<file path="config.mk">
export PLATFORM = sky130hd
export DESIGN_NAME = axis_fifo_burst_arbiter
export DESIGN_NICKNAME = d
export VERILOG_FILES = /design/src/rtl/axis_arb_pkg.sv /design/src/rtl/axis_fifo_burst_arbiter_rr_pick.sv /design/src/rtl/axis_fifo_burst_arbiter.sv
export SDC_FILE = /design/constraint.sdc
export NUM_CORES = 1
export LEC_CHECK = 0
export BUFFER_PORTS_ARGS = -buffer_cell sky130_fd_sc_hd__buf_2
export CAP_MARGIN = 0
export CELL_PAD_IN_SITES_DETAIL_PLACEMENT = 0
export CELL_PAD_IN_SITES_GLOBAL_PLACEMENT = 1
export CORE_AREA = 3 3 275 277
export DETAILED_ROUTE_END_ITERATION = 7
export DIE_AREA = 0 0 278 280
export PLACE_DENSITY_LB_ADDON = 0.1
export REMOVE_ABC_BUFFERS = 1
export SYNTH_ARGS = -nofsm -noshare
export SYNTH_HDL_FRONTEND = slang
export SYNTH_SLANG_ARGS = --single-unit
</file>
<file path="constraint.sdc">
create_clock -name aclk -period 2.2 [get_ports aclk]
set_input_delay 0.11 -clock aclk [delete_from_list [all_inputs] [get_ports aclk]]
set_output_delay 0.11 -clock aclk [all_outputs]
set_load 0.02 [all_outputs]
</file>
<file path="src/rtl/axis_arb_pkg.sv">
// Shared constants and state encoding for the AXI-Stream burst arbiter.
package axis_arb_pkg;

  // Cycles spent after a burst so the FIFO write count reflects the last beats
  localparam int unsigned SETTLE_CYCLES = 2;
  localparam int unsigned SETTLE_W      = $clog2(SETTLE_CYCLES + 1);

  // Arbiter FSM encoding
  typedef logic [1:0] state_t;
  localparam state_t ST_IDLE   = 2'd0;
  localparam state_t ST_GRANT  = 2'd1;
  localparam state_t ST_SETTLE = 2'd2;

endpackage : axis_arb_pkg

</file>
<file path="src/rtl/axis_fifo_burst_arbiter_rr_pick.sv">
// Combinational round-robin selector: first requester at or after ptr, cyclically.
module rr_pick
  import axis_arb_pkg::*;
#(
  parameter int unsigned NUM_SRC = 4,
  parameter int unsigned SRC_W   = $clog2(NUM_SRC)
) (
  input  logic [NUM_SRC-1:0] req,
  input  logic [SRC_W-1:0]   ptr,
  output logic               any,
  output logic [SRC_W-1:0]   idx
);

  localparam int unsigned CW = SRC_W + 1;

  logic [CW-1:0] cand;

  // Scan offsets from farthest to nearest so the nearest requester wins
  always_comb begin
    any  = |req;
    idx  = '0;
    cand = '0;
    for (int k = int'(NUM_SRC) - 1; k >= 0; k--) begin
      cand = {1'b0, ptr} + CW'(k);
      if (cand >= CW'(NUM_SRC)) begin
        cand = cand - CW'(NUM_SRC);
      end
      if (req[cand[SRC_W-1:0]]) begin
        idx = cand[SRC_W-1:0];
      end
    end
  end

endmodule : rr_pick

</file>
<file path="src/rtl/axis_fifo_burst_arbiter.sv">
// Round-robin burst arbiter sharing one FIFO write port among NUM_SRC AXI-Stream producers.
module axis_fifo_burst_arbiter
  import axis_arb_pkg::*;
#(
  parameter int unsigned NUM_SRC     = 4,
  parameter int unsigned TDATA_WIDTH = 128,
  parameter int unsigned BURST_LEN   = 16,
  parameter int unsigned FIFO_DEPTH  = 256,
  parameter int unsigned SRC_W       = $clog2(NUM_SRC)
) (
  input  logic                           aclk,
  input  logic                           aresetn,
  input  logic [NUM_SRC*TDATA_WIDTH-1:0] S_AXIS_TDATA,
  input  logic [NUM_SRC-1:0]             S_AXIS_TVALID,
  output logic [NUM_SRC-1:0]             S_AXIS_TREADY,
  output logic [TDATA_WIDTH-1:0]         M_AXIS_TDATA,
  output logic                           M_AXIS_TVALID,
  input  logic                           M_AXIS_TREADY,
  input  logic [31:0]                    fifo_data_count,
  output logic [SRC_W-1:0]               grant_id,
  output logic                           burst_active,
  output logic [31:0]                    burst_count
);

  localparam int unsigned BEAT_W = $clog2(BURST_LEN + 1);
  localparam int unsigned CNT_W  = 32;

  state_t                state_q,        state_d;
  logic [SRC_W-1:0]      grant_id_q,     grant_id_d;
  logic [SRC_W-1:0]      rr_ptr_q,       rr_ptr_d;
  logic [BEAT_W-1:0]     beat_cnt_q,     beat_cnt_d;
  logic [SETTLE_W-1:0]   settle_cnt_q,   settle_cnt_d;
  logic [CNT_W-1:0]      burst_count_q,  burst_count_d;
  logic                  burst_active_q, burst_active_d;

  logic                  pick_any;
  logic [SRC_W-1:0]      pick_idx;
  logic [TDATA_WIDTH-1:0] src_data [NUM_SRC];
  logic                  in_grant;
  logic                  sel_valid;
  logic [CNT_W-1:0]      free_space;
  logic                  space_ok;
  logic                  last_beat;
  logic                  burst_done;

  // Split the flat source bus into per-source words
  for (genvar i = 0; i < int'(NUM_SRC); i++) begin : g_unpack
    assign src_data[i] = S_AXIS_TDATA[i*TDATA_WIDTH +: TDATA_WIDTH];
  end

  rr_pick #(
    .NUM_SRC (NUM_SRC),
    .SRC_W   (SRC_W)
  ) u_rr_pick (
    .req (S_AXIS_TVALID),
    .ptr (rr_ptr_q),
    .any (pick_any),
    .idx (pick_idx)
  );

  // Admission: room for a whole burst, unsigned 32-bit arithmetic
  assign free_space = CNT_W'(FIFO_DEPTH) - fifo_data_count;
  assign space_ok   = (free_space >= CNT_W'(BURST_LEN));

  assign in_grant   = (state_q == ST_GRANT);
  assign sel_valid  = S_AXIS_TVALID[grant_id_q];
  assign last_beat  = (beat_cnt_q == BEAT_W'(BURST_LEN - 1));
  // A burst ends on its final handshake or as soon as the owner stops presenting data
  assign burst_done = !sel_valid || (M_AXIS_TREADY && last_beat);

  // Zero-latency datapath while granted, quiet otherwise
  assign M_AXIS_TVALID = in_grant & sel_valid;
  assign M_AXIS_TDATA  = in_grant ? src_data[grant_id_q] : '0;

  // Only the granted source sees the FIFO ready
  always_comb begin
    S_AXIS_TREADY = '0;
    if (in_grant) begin
      S_AXIS_TREADY[grant_id_q] = M_AXIS_TREADY;
    end
  end

  // Next-state and counter update logic
  always_comb begin
    state_d       = state_q;
    grant_id_d    = grant_id_q;
    rr_ptr_d      = rr_ptr_q;
    beat_cnt_d    = beat_cnt_q;
    settle_cnt_d  = settle_cnt_q;
    burst_count_d = burst_count_q;

    case (state_q)
      ST_IDLE: begin
        if (pick_any && space_ok) begin
          grant_id_d = pick_idx;
          state_d    = ST_GRANT;
        end
      end

      ST_GRANT: begin
        if (burst_done) begin
          state_d       = ST_SETTLE;
          rr_ptr_d      = (grant_id_q == SRC_W'(NUM_SRC - 1)) ? '0 : grant_id_q + SRC_W'(1);
          burst_count_d = burst_count_q + CNT_W'(1);
          beat_cnt_d    = '0;
          settle_cnt_d  = '0;
        end else if (M_AXIS_TREADY) begin
          beat_cnt_d = beat_cnt_q + BEAT_W'(1);
        end
      end

      ST_SETTLE: begin
        if (settle_cnt_q == SETTLE_W'(SETTLE_CYCLES - 1)) begin
          state_d      = ST_IDLE;
          settle_cnt_d = '0;
        end else begin
          settle_cnt_d = settle_cnt_q + SETTLE_W'(1);
        end
      end

      default: begin
        state_d      = ST_IDLE;
        beat_cnt_d   = '0;
        settle_cnt_d = '0;
      end
    endcase

    burst_active_d = (state_d == ST_GRANT);
  end

  // State and counter registers
  always_ff @(posedge aclk or negedge aresetn) begin
    if (!aresetn) begin
      state_q        <= ST_IDLE;
      grant_id_q     <= '0;
      rr_ptr_q       <= '0;
      beat_cnt_q     <= '0;
      settle_cnt_q   <= '0;
      burst_count_q  <= '0;
      burst_active_q <= 1'b0;
    end else begin
      state_q        <= state_d;
      grant_id_q     <= grant_id_d;
      rr_ptr_q       <= rr_ptr_d;
      beat_cnt_q     <= beat_cnt_d;
      settle_cnt_q   <= settle_cnt_d;
      burst_count_q  <= burst_count_d;
      burst_active_q <= burst_active_d;
    end
  end

  assign grant_id     = grant_id_q;
  assign burst_active = burst_active_q;
  assign burst_count  = burst_count_q;

endmodule : axis_fifo_burst_arbiter

</file>
==> metrics.txt, run 1 <==
Sequential Power Share=0.066; Final WS setup=-94.2 ps; fin crit period=2290 ps; antenna-violating nets left=0; Avg WL per Cell=34.3 um; core region area=73100 sq um; vias per inst=3.85; Final TNS setup=-2860 ps; layer carrying the most global-route usage=met2; path category of the worst min-delay check=in2async; number of buffers on the longest clock path=2; total CTS buffers=5; launch instance of the worst register-to-register path=grant_id[0]$_DFFE_PN0P_; critical setup path kind=reg2reg; required time reported for the critical path endpoint=2420 ps; critical path peak fanout=4; clock insertion delay at the later pin of the skew report=290 ps; number of antenna violations at the first check in global routing=90; setup repair after global routing missed its margin=yes; number of search-and-repair iterations in the first detailed-routing pass=4; dpl hpwl=67.4 mm; Filler cells=8294; area grow syn2layout=120%; Primary FF master, synth=sky130_fd_sc_hd__dfrtp_1; CTS sink count=46; via count of the first global-routing pass=8875; DIE AREA=77800 sq um; met1 track demand over resource=0.247; Yosys warning count=0; GRT Residual Overflow=0; pin count of the biggest net entering global routing=51; violated checks=negative setup slack; top cell type's share of synthesized area=0.460; final core occ=0.190; internal portion of total power=9.41 mW; I/O pins=719; Initial Util=0.0865; Detailed Route Iter0 Violations=423; first-pass GRT wire length=96.4 mm; post-synthesis sequential area ratio=0.182; number of buffers added on ports=718; Final Slew Violations=0; Core Rows=99; post-place setup slack=-609 ps; overall power consumption=17.2 mW; total net switching power=7.81 mW; synth unique cells=44; final setup vio count=94; relative max-transition margin=0.420; count of flip-flops with a built-in enable after synthesis=0; crit share post-route=1.04; Leak Pwr=6.53 nW; fraction of layout cells with a size suffix above 1=0.818; CTS clock-pin slew for the worst setup and hold paths=70 ps; nature of the critical path endpoint=flop; final routed DRC violation total=0; die height=280 um; final worst clock skew=7.08 ps; number of cells produced by synthesis=548; Syn Std Cell Area=6320 sq um; depth of the worst register-to-register path=8; met3 track utilization from global routing=0.0398; die span in x=278 um; Max Clk Rate=436 MHz; capture instance of the worst register-to-register path=burst_count[24]$_DFFE_PN0P_; CTS tree=built; leading cell types by count after synthesis=129 x sky130_fd_sc_hd__mux4_2, 128 x sky130_fd_sc_hd__and2_1, 46 x sky130_fd_sc_hd__dfrtp_1; logic gate share of total power=0.887; Net Sw Frac=0.453; area of combinational cells with multiple inputs=5360 sq um; internal reg-to-reg setup slack=-90 ps; Least-Margin Pin Slew=859 ps; post-route design area=13900 sq um; # H-tree levels=2; met2 routing resource usage after global routing=0.322; most area-hungry cell type in the Yosys netlist=sky130_fd_sc_hd__mux4_2; buffer type at the clock tree root=sky130_fd_sc_hd__clkbuf_16; overall track demand over capacity in global routing=0.187; share of async-settable or async-resettable flops after synthesis=1.00; Worst Hold Slack=261 ps; placement-stage cell area=11500 sq um; biggest area contributors in the synthesized netlist=sky130_fd_sc_hd__mux4_2 46%, sky130_fd_sc_hd__dfrtp_1 18%, sky130_fd_sc_hd__and2_1 13%, sky130_fd_sc_hd__xnor2_1 3.6%, sky130_fd_sc_hd__buf_1 1.4%; kind of start point of the critical path=flop; Avg Cell Area, Syn=11.5 sq um; status=complete, but fails checks; area used by sequential logic in the layout=1160 sq um; peak supply drop=0.000362 V; clock network fraction of design power=0.047; placed insts=2245; # Max-Cap Violations=0; final cell count without fillers=2327; final routed wirelength across all metal layers=79.9 mm; cell area power density=1240 nW/um^2; dominant cell by count in the synthesized netlist=sky130_fd_sc_hd__mux4_2; Via Count=8954; routability-driven placement congestion ratio=0.949; number of register bits inferred by synthesis=46; number of endpoints with negative hold slack in the final report=0; crit path DAT=2520 ps; fin nets=1916
-- worst max-delay path: stages (launching register included) --
cell	delay, ps
sky130_fd_sc_hd__dfrtp_4	490
sky130_fd_sc_hd__buf_4	140
sky130_fd_sc_hd__mux4_2	340
sky130_fd_sc_hd__a21boi_4	240
sky130_fd_sc_hd__nand3_2	90
sky130_fd_sc_hd__or2_4	250
sky130_fd_sc_hd__or3_4	390
sky130_fd_sc_hd__nor3_2	140
sky130_fd_sc_hd__xor2_1	150
-- layer usage --
layer,vias to the layer above,share of wire
met3,138,0.067
met4,20,0.023
met5,-,0.0018
met1,4505,0.43
li1,3780,-
met2,511,0.48
-- final cells by class --
type / instances / area share
Multi-Input combinational cell: 445 / 0.386
Tap cell: 959 / 0.0863
Clock buffer: 7 / 0.0103
Timing Repair Buffer: 850 / 0.429
Clock inverter: 1 / 0.000360
Antenna cell: 9 / 0.00162
Inverter: 10 / 0.00288
Sequential cell: 46 / 0.0834
-- sequential cells by signal, summed over array words and instances (netlist names) --
| name | cells |
|---|---|
| burst_active | 1 |
| rr_ptr_q | 2 |
| beat_cnt_q | 5 |
| grant_id | 2 |
| state_q | 2 |
| burst_count | 32 |
| settle_cnt_q | 2 |
-- how the worst max path moves through the flow --
stage | to | from | depth (start not counted) | slack (ps)
finish | burst_count[24]$_DFFE_PN0P_ | grant_id[0]$_DFFE_PN0P_ | 8 | -90
global route | burst_count[24]$_DFFE_PN0P_ | grant_id[1]$_DFFE_PN0P_ | 7 | -190
CTS | M_AXIS_TDATA[80] | grant_id[0]$_DFFE_PN0P_ | 6 | -120
detailed placement | grant_id[1]$_DFFE_PN0P_ | fifo_data_count[14] | 10 | -610
global placement | state_q[0]$_DFF_PN0_ | fifo_data_count[14] | 10 | -550
floorplan | burst_count[25]$_DFFE_PN0P_ | grant_id[0]$_DFFE_PN0P_ | 7 | -4880
-- cell usage in the layout (no fill, tap or decap), types with 4 or more instances in the layout --
cell                          n
sky130_fd_sc_hd__buf_12      13
sky130_fd_sc_hd__xnor2_1     25
sky130_fd_sc_hd__dfrtp_1     44
sky130_fd_sc_hd__buf_16      18
sky130_fd_sc_hd__nand3_2      5
sky130_fd_sc_hd__nand4_1      9
sky130_fd_sc_hd__a21oi_1      7
sky130_fd_sc_hd__buf_4       74
sky130_fd_sc_hd__nor2_1      17
sky130_fd_sc_hd__buf_6       81
sky130_fd_sc_hd__nand3_1     12
sky130_fd_sc_hd__mux2_2       5
sky130_fd_sc_hd__and2_4      75
sky130_fd_sc_hd__xor2_1       8
sky130_fd_sc_hd__and2_1      53
sky130_fd_sc_hd__inv_1        9
sky130_fd_sc_hd__nand2_1     21
sky130_fd_sc_hd__o21ai_0      9
sky130_fd_sc_hd__nor4_2       5
sky130_fd_sc_hd__and3_1       4
sky130_fd_sc_hd__clkbuf_16   21
sky130_fd_sc_hd__diode_2      9
sky130_fd_sc_hd__mux4_2     129
sky130_fd_sc_hd__ha_1         4
sky130_fd_sc_hd__nor3_2       5
sky130_fd_sc_hd__buf_2      639
sky130_fd_sc_hd__buf_8        7
-- power by group through the flow --
stage | sequential (mW) | combinational, mW | clock (mW)
after floorplan | 1.66 | 4.38 | 0
after global placement | 1.15 | 10.7 | 0
after detailed placement | 1.15 | 10.7 | 0
after CTS | 1.14 | 12.3 | 0.843
after global routing | 1.16 | 16.0 | 0.868
final | 1.13 | 15.3 | 0.804
-- cell families (layout without fill, tap and decap cells) --
group	Yosys count	count (layout)	share of synthesized area
adders and majority gates	7	7	0.0139
AOI/OAI and AO/OA	29	29	0.0299
muxes	136	136	0.472
other	0	9	0
xor gates and xnor gates	34	34	0.0471
DFF	46	46	0.182
buffers and inverters	57	868	0.0339
and+or+nand+nor	239	239	0.221
-- timing repair --
action | CTS | global route
gates resized for setup | 84 | 275
buffers inserted | 8 | 28
pin swaps | 7 | 12
hold endpoints to repair | 12 | 0
setup endpoints to repair | 142 | 137
gates cloned | 10 | 21
hold buffers | 1 | 0
Power figures use the tool's default switching activity.
==> run 2: changes to the inputs <==
==> constraint.sdc (replaced) <==
create_clock -name aclk -period 2.82 [get_ports aclk]
set_input_delay 0.141 -clock aclk [delete_from_list [all_inputs] [get_ports aclk]]
set_output_delay 0.141 -clock aclk [all_outputs]
set_load 0.02 [all_outputs]
==> run 2 against run 1 <==
The run now ends clean. Clock skew is 1.4 ps higher. Combinational power is 48% lower. Total power is 45% lower. Final area is 18% lower. First-iteration DRC count is 11% higher. Final cell count is 4.6% lower. Non-clock buffer count is 112 lower. Clock power is 22% lower. Hold slack better by 130 ps. Critical endpoint is now M_AXIS_TDATA[88].
==> metrics.txt, run 2 (synthesis results as in run 1) <==
first-pass GRT wire length=90.3 mm; CTS tree=built; layer carrying the most global-route usage=met2; Worst Hold Slack=393 ps; total net switching power=4.95 mW; # H-tree levels=2; peak supply drop=0.000384 V; die span in x=278 um; number of search-and-repair iterations in the first detailed-routing pass=4; number of flip-flops in the largest register=32; DIE AREA=77800 sq um; pin count of the biggest net entering global routing=134; status=complete, no violations; Least-Margin Pin Slew=1270 ps; Top delay family on crit path=buffers and inverters; start point of the worst hold path=M_AXIS_TREADY; number of instances on the worst hold path=4; number of buffers added on ports=718; most common cell after layout, fill and taps aside=sky130_fd_sc_hd__buf_2; final setup vio count=0; internal portion of total power=4.51 mW; clock network fraction of design power=0.066; Filler cells=8516; number of endpoints with negative hold slack in the final report=0; final routed wirelength across all metal layers=71.1 mm; Net Sw Frac=0.523; Initial Util=0.0865; clock insertion delay at the later pin of the skew report=290 ps; required time reported for the critical path endpoint=2680 ps; final cell count without fillers=2220; Detailed Route Iter0 Violations=469; number of buffers on the longest clock path=2; overall track demand over capacity in global routing=0.174; capture instance of the worst register-to-register path=burst_count[17]$_DFFE_PN0P_; vias per inst=3.75; Hold Path Sink=beat_cnt_q[4]$_DFFE_PN0P_; post-CTS setup buffer count=0; setup repair after global routing missed its margin=no; area grow syn2layout=79.6%; number of antenna violations at the first check in global routing=84; fin crit period=2600 ps; fin nets=1804; Max Clk Rate=385 MHz; Final Slew Violations=0; met1 track demand over resource=0.223; met2 routing resource usage after global routing=0.296; cell area power density=834 nW/um^2; final worst clock skew=8.44 ps; relative max-transition margin=0.152; worst stage delay on the critical path=450 ps; path category of the worst min-delay check=in2reg; nature of the critical path endpoint=primary output; post_cts resized=0; crit share post-route=0.922; CTS clock-pin slew for the worst setup and hold paths=70 ps; buffer type at the clock tree root=sky130_fd_sc_hd__clkbuf_16; slowest cell on the critical path=sky130_fd_sc_hd__mux4_2; critical setup path kind=reg2out; leading cell types in the layout, fill and taps excluded=718 x sky130_fd_sc_hd__buf_2, 129 x sky130_fd_sc_hd__mux4_2, 128 x sky130_fd_sc_hd__and2_1; depth of the worst register-to-register path=10; crit path DAT=2460 ps; I/O pins=719; routability-driven placement congestion ratio=1.06; Leak Pwr=5.42 nW; Sequential Power Share=0.095; internal reg-to-reg setup slack=400 ps; via count of the first global-routing pass=8476; total buffers and inverters traversed by the critical path=2; launch instance of the worst register-to-register path=beat_cnt_q[0]$_DFFE_PN0P_; kind of start point of the critical path=flop; final routed DRC violation total=0; Core Rows=99; met3 track utilization from global routing=0.0584; dpl hpwl=64.2 mm; Via Count=8333; placed insts=2197; cells traversed along the worst timing path=buf_12, mux4_2, and2_1, buf_2; CTS sink count=46; die height=280 um; GRT Residual Overflow=0; antenna-violating nets left=0; Avg WL per Cell=32.0 um; core region area=73100 sq um; total CTS buffers=5; critical path peak fanout=133; # Max-Cap Violations=0; logic gate share of total power=0.838; fraction of layout cells with a size suffix above 1=0.715
==> run 2: changes by cell type in the layout (fill, tap and decap cells not counted), sizes merged <==
cell | previous run | this run
clkbuf | 23 | 7
diode | 9 | 14
buf | 832 | 737
bufbuf | 1 | 0
==> run 2: area by class of cell <==
| class | count | area (sq um) | area share |
|---|---|---|---|
| antenna | 14 | 35.0 | 0.00309 |
| clock buffer | 7 | 143 | 0.0126 |
| clock inverter | 1 | 5.00 | 0.000441 |
| inverter | 10 | 37.5 | 0.00331 |
| multi-input combinational | 445 | 4960 | 0.437 |
| sequential | 46 | 1160 | 0.102 |
| tap | 959 | 1200 | 0.106 |
| timing repair buffer | 738 | 3810 | 0.336 |
==> run 2: power groups by stage <==
stage | sequential (mW) | combinational, mW | clock [mW]
floorplan | 1.41 | 4.03 | 0
global placement | 0.922 | 8.12 | 0
finish | 0.904 | 7.93 | 0.627
global route | 0.926 | 8.44 | 0.679
CTS | 0.909 | 8.13 | 0.654
detailed placement | 0.920 | 8.12 | 0
==> run 2: metal layers <==
layer / routed length, um / vias up
met2: 33900 / 516
met3: 6640 / 118
met4: 1030 / 24
met5: 171 / -
li1: - / 3539
met1: 29400 / 4136
==> run 2: worst reg2reg max path, cell delays in order, from the launching register on <==
cell and delay, ps:
sky130_fd_sc_hd__dfrtp_1 370, sky130_fd_sc_hd__ha_1 200, sky130_fd_sc_hd__and3_1 180, sky130_fd_sc_hd__ha_1 170
sky130_fd_sc_hd__nand2_1 90, sky130_fd_sc_hd__a21boi_2 200, sky130_fd_sc_hd__nand4_2 250, sky130_fd_sc_hd__nor4_1 390
sky130_fd_sc_hd__buf_4 190, sky130_fd_sc_hd__nand4_1 110, sky130_fd_sc_hd__xnor2_1 150
==> run 2: worst max path at each step <==
stage | startpoint | endpoint | slack, ps | cells past startpoint
detailed placement | fifo_data_count[14] | grant_id[1]$_DFFE_PN0P_ | -160 | 9
floorplan | grant_id[0]$_DFFE_PN0P_ | burst_count[25]$_DFFE_PN0P_ | -4260 | 7
CTS | fifo_data_count[14] | grant_id[1]$_DFFE_PN0P_ | 150 | 9
finish | grant_id[1]$_DFFE_PN0P_ | M_AXIS_TDATA[88] | 220 | 4
global route | beat_cnt_q[0]$_DFFE_PN0P_ | burst_count[25]$_DFFE_PN0P_ | 70 | 10
global placement | fifo_data_count[14] | grant_id[1]$_DFFE_PN0P_ | -90 | 9
==> run 2: what timing repair did <==
item / 4_1_cts / 5_1_grt
hold buffers: 1 / 0
endpoints found under the hold margin: 25 / 0
setup endpoints to repair: 0 / 0
==> run 2: metrics by stage <==
| stage | setup slack [ps] | cell area, sq um | power, mW | setup TNS [ps] | util |
|---|---|---|---|---|---|
| global placement | -94.5 | 11200 | 9.04 | -336 | 0.153 |
| CTS | 146 | 11300 | 9.69 | 0 | 0.155 |
| finish | 221 | 11300 | 9.46 | 0 | 0.155 |
| floorplan | -4260 | 6140 | 5.44 | -628420 | - |
| global route | 69.1 | 11300 | 10.0 | 0 | 0.155 |
| detailed placement | -160 | 11200 | 9.04 | -581 | 0.153 |
==> run 3: changes to the inputs <==
==> constraint.sdc (replaced) <==
create_clock -name aclk -period 3.3 [get_ports aclk]
set_input_delay 0.165 -clock aclk [delete_from_list [all_inputs] [get_ports aclk]]
set_output_delay 0.165 -clock aclk [all_outputs]
set_load 0.02 [all_outputs]
==> run 3 against run 2 <==
Flip-flop and latch count stayed put. The flow now finishes with violations (negative hold slack). Utilization is 0.14 points lower. Sequential power down 13%. First-iteration DRC count is 8.5% lower. Largest power group unchanged.
==> metrics.txt, run 3 (synthesis results as in run 1) <==
Core Rows=99; area grow syn2layout=78.0%; CTS clock-pin slew for the worst setup and hold paths=70 ps; fin nets=1793; DIE AREA=77800 sq um; Avg WL per Cell=32.2 um; final routed wirelength across all metal layers=70.9 mm; Initial Util=0.0865; dpl hpwl=63.5 mm; # Max-Cap Violations=0; routability-driven placement congestion ratio=0.989; logic gate share of total power=0.830; post-route design area=11200 sq um; # H-tree levels=2; cell area power density=715 nW/um^2; die span in x=278 um; Least-Margin Pin Slew=1020 ps; Max Clk Rate=385 MHz; CTS sink count=46; I/O pins=719; relative max-transition margin=0.318; Via Count=8232; final setup vio count=0; via count of the first global-routing pass=8415; nature of the critical path endpoint=primary output; Sequential Power Share=0.098; post_cts resized=0; total buffers and inverters traversed by the critical path=2; fin crit period=2600 ps; setup repair after global routing missed its margin=no; number of search-and-repair iterations in the first detailed-routing pass=4; buffer type at the clock tree root=sky130_fd_sc_hd__clkbuf_16; overall track demand over capacity in global routing=0.175; clock insertion delay at the later pin of the skew report=290 ps; number of flip-flops in the largest register=32; antenna-violating nets left=0; status=complete, but fails checks; crit share post-route=0.786; internal portion of total power=3.83 mW; worst stage delay on the critical path=600 ps; internal reg-to-reg setup slack=720 ps; total net switching power=4.21 mW; cells traversed along the worst timing path=buf_12, mux4_2, and2_1, buf_2; required time reported for the critical path endpoint=3130 ps; pin count of the biggest net entering global routing=134; Net Sw Frac=0.523; peak supply drop=0.000944 V; placement-stage cell area=11100 sq um; most common cell after layout, fill and taps aside=sky130_fd_sc_hd__buf_2; CTS tree=built; post-CTS setup buffer count=0; Detailed Route Iter0 Violations=429; total CTS buffers=5; Final Slew Violations=0; number of buffers added on ports=718; kind of start point of the critical path=flop; core region area=73100 sq um; first-pass GRT wire length=90.3 mm; final worst clock skew=4.24 ps; number of antenna violations at the first check in global routing=85; final cell count without fillers=2202; final routed DRC violation total=0; Filler cells=8494; GRT Residual Overflow=0; critical setup path kind=reg2out; overall power consumption=8.05 mW; number of buffers on the longest clock path=2; Top delay family on crit path=multiplexers; clock network fraction of design power=0.073; number of endpoints with negative hold slack in the final report=6; violated checks=negative hold slack; leading cell types in the layout, fill and taps excluded=718 x sky130_fd_sc_hd__buf_2, 129 x sky130_fd_sc_hd__mux4_2, 128 x sky130_fd_sc_hd__and2_1; die height=280 um; Leak Pwr=5.36 nW; placed insts=2187; slowest cell on the critical path=sky130_fd_sc_hd__mux4_2; critical path peak fanout=88; fraction of layout cells with a size suffix above 1=0.713; Worst Hold Slack=-5.47 ps; crit path DAT=2430 ps; vias per inst=3.74; quantity of hold-fixing buffers added after cts=0; path category of the worst min-delay check=in2async
run 3: changes by cell type in the layout (fill, tap and decap cells not counted), sizes merged:
cell | before | now
buf | 737 | 727
diode | 14 | 7
bufinv | 0 | 1
dlygate4sd3 | 1 | 0
clkinv | 1 | 0
run 3: layout make-up:
class | instances | area, sq um | area share
timing repair buffer | 727 | 3710 | 0.330
clock inverter | 1 | 30.0 | 0.00267
multi-input combinational | 445 | 4960 | 0.441
clock buffer | 7 | 133 | 0.0118
inverter | 10 | 37.5 | 0.00334
antenna | 7 | 17.5 | 0.00156
sequential | 46 | 1160 | 0.103
tap | 959 | 1200 | 0.107
run 3: metal layers:
layer / global-route usage / share of wire / vias up
met2: 0.294 / 0.47 / 471
met5: 0 / 0.0021 / -
met4: 0.0196 / 0.018 / 22
met3: 0.0552 / 0.081 / 118
li1: - / - / 3513
met1: 0.226 / 0.43 / 4108
run 3: path summary, 6_finish.rpt:
check / from / to / cells past startpoint
setup reg to reg: beat_cnt_q[0]$_DFFE_PN0P_ / burst_count[25]$_DFFE_PN0P_ / 10
max in group asynchronous: aresetn / burst_count[10]$_DFFE_PN0P_ / 2
hold / removal: aresetn / burst_count[26]$_DFFE_PN0P_ / 1
setup / recovery: grant_id[0]$_DFFE_PN0P_ / M_AXIS_TDATA[125] / 4
min in group aclk: S_AXIS_TVALID[3] / grant_id[1]$_DFFE_PN0P_ / 4
hold reg to reg: burst_count[31]$_DFFE_PN0P_ / burst_count[31]$_DFFE_PN0P_ / 1
run 3: power groups by stage:
stage                     logic, mW  clock network (mW)  registers, mW
after CTS                      6.84               0.610          0.789
after floorplan                3.61                   0           1.25
after global routing           7.12               0.632          0.803
final                          6.68               0.585          0.785
after global placement         6.84                   0          0.800
after detailed placement       6.84                   0          0.797
run 3: stage by stage:
stage	utilization	hold WS, ps	setup slack, ps	TNS [ps]
after floorplan	-	-131	-3780	-544910
after global placement	0.151	351	349	0
after detailed placement	0.151	348	277	0
after CTS	0.154	31.7	581	0
after global routing	0.154	77.1	347	0
final	0.154	-5.47	705	0
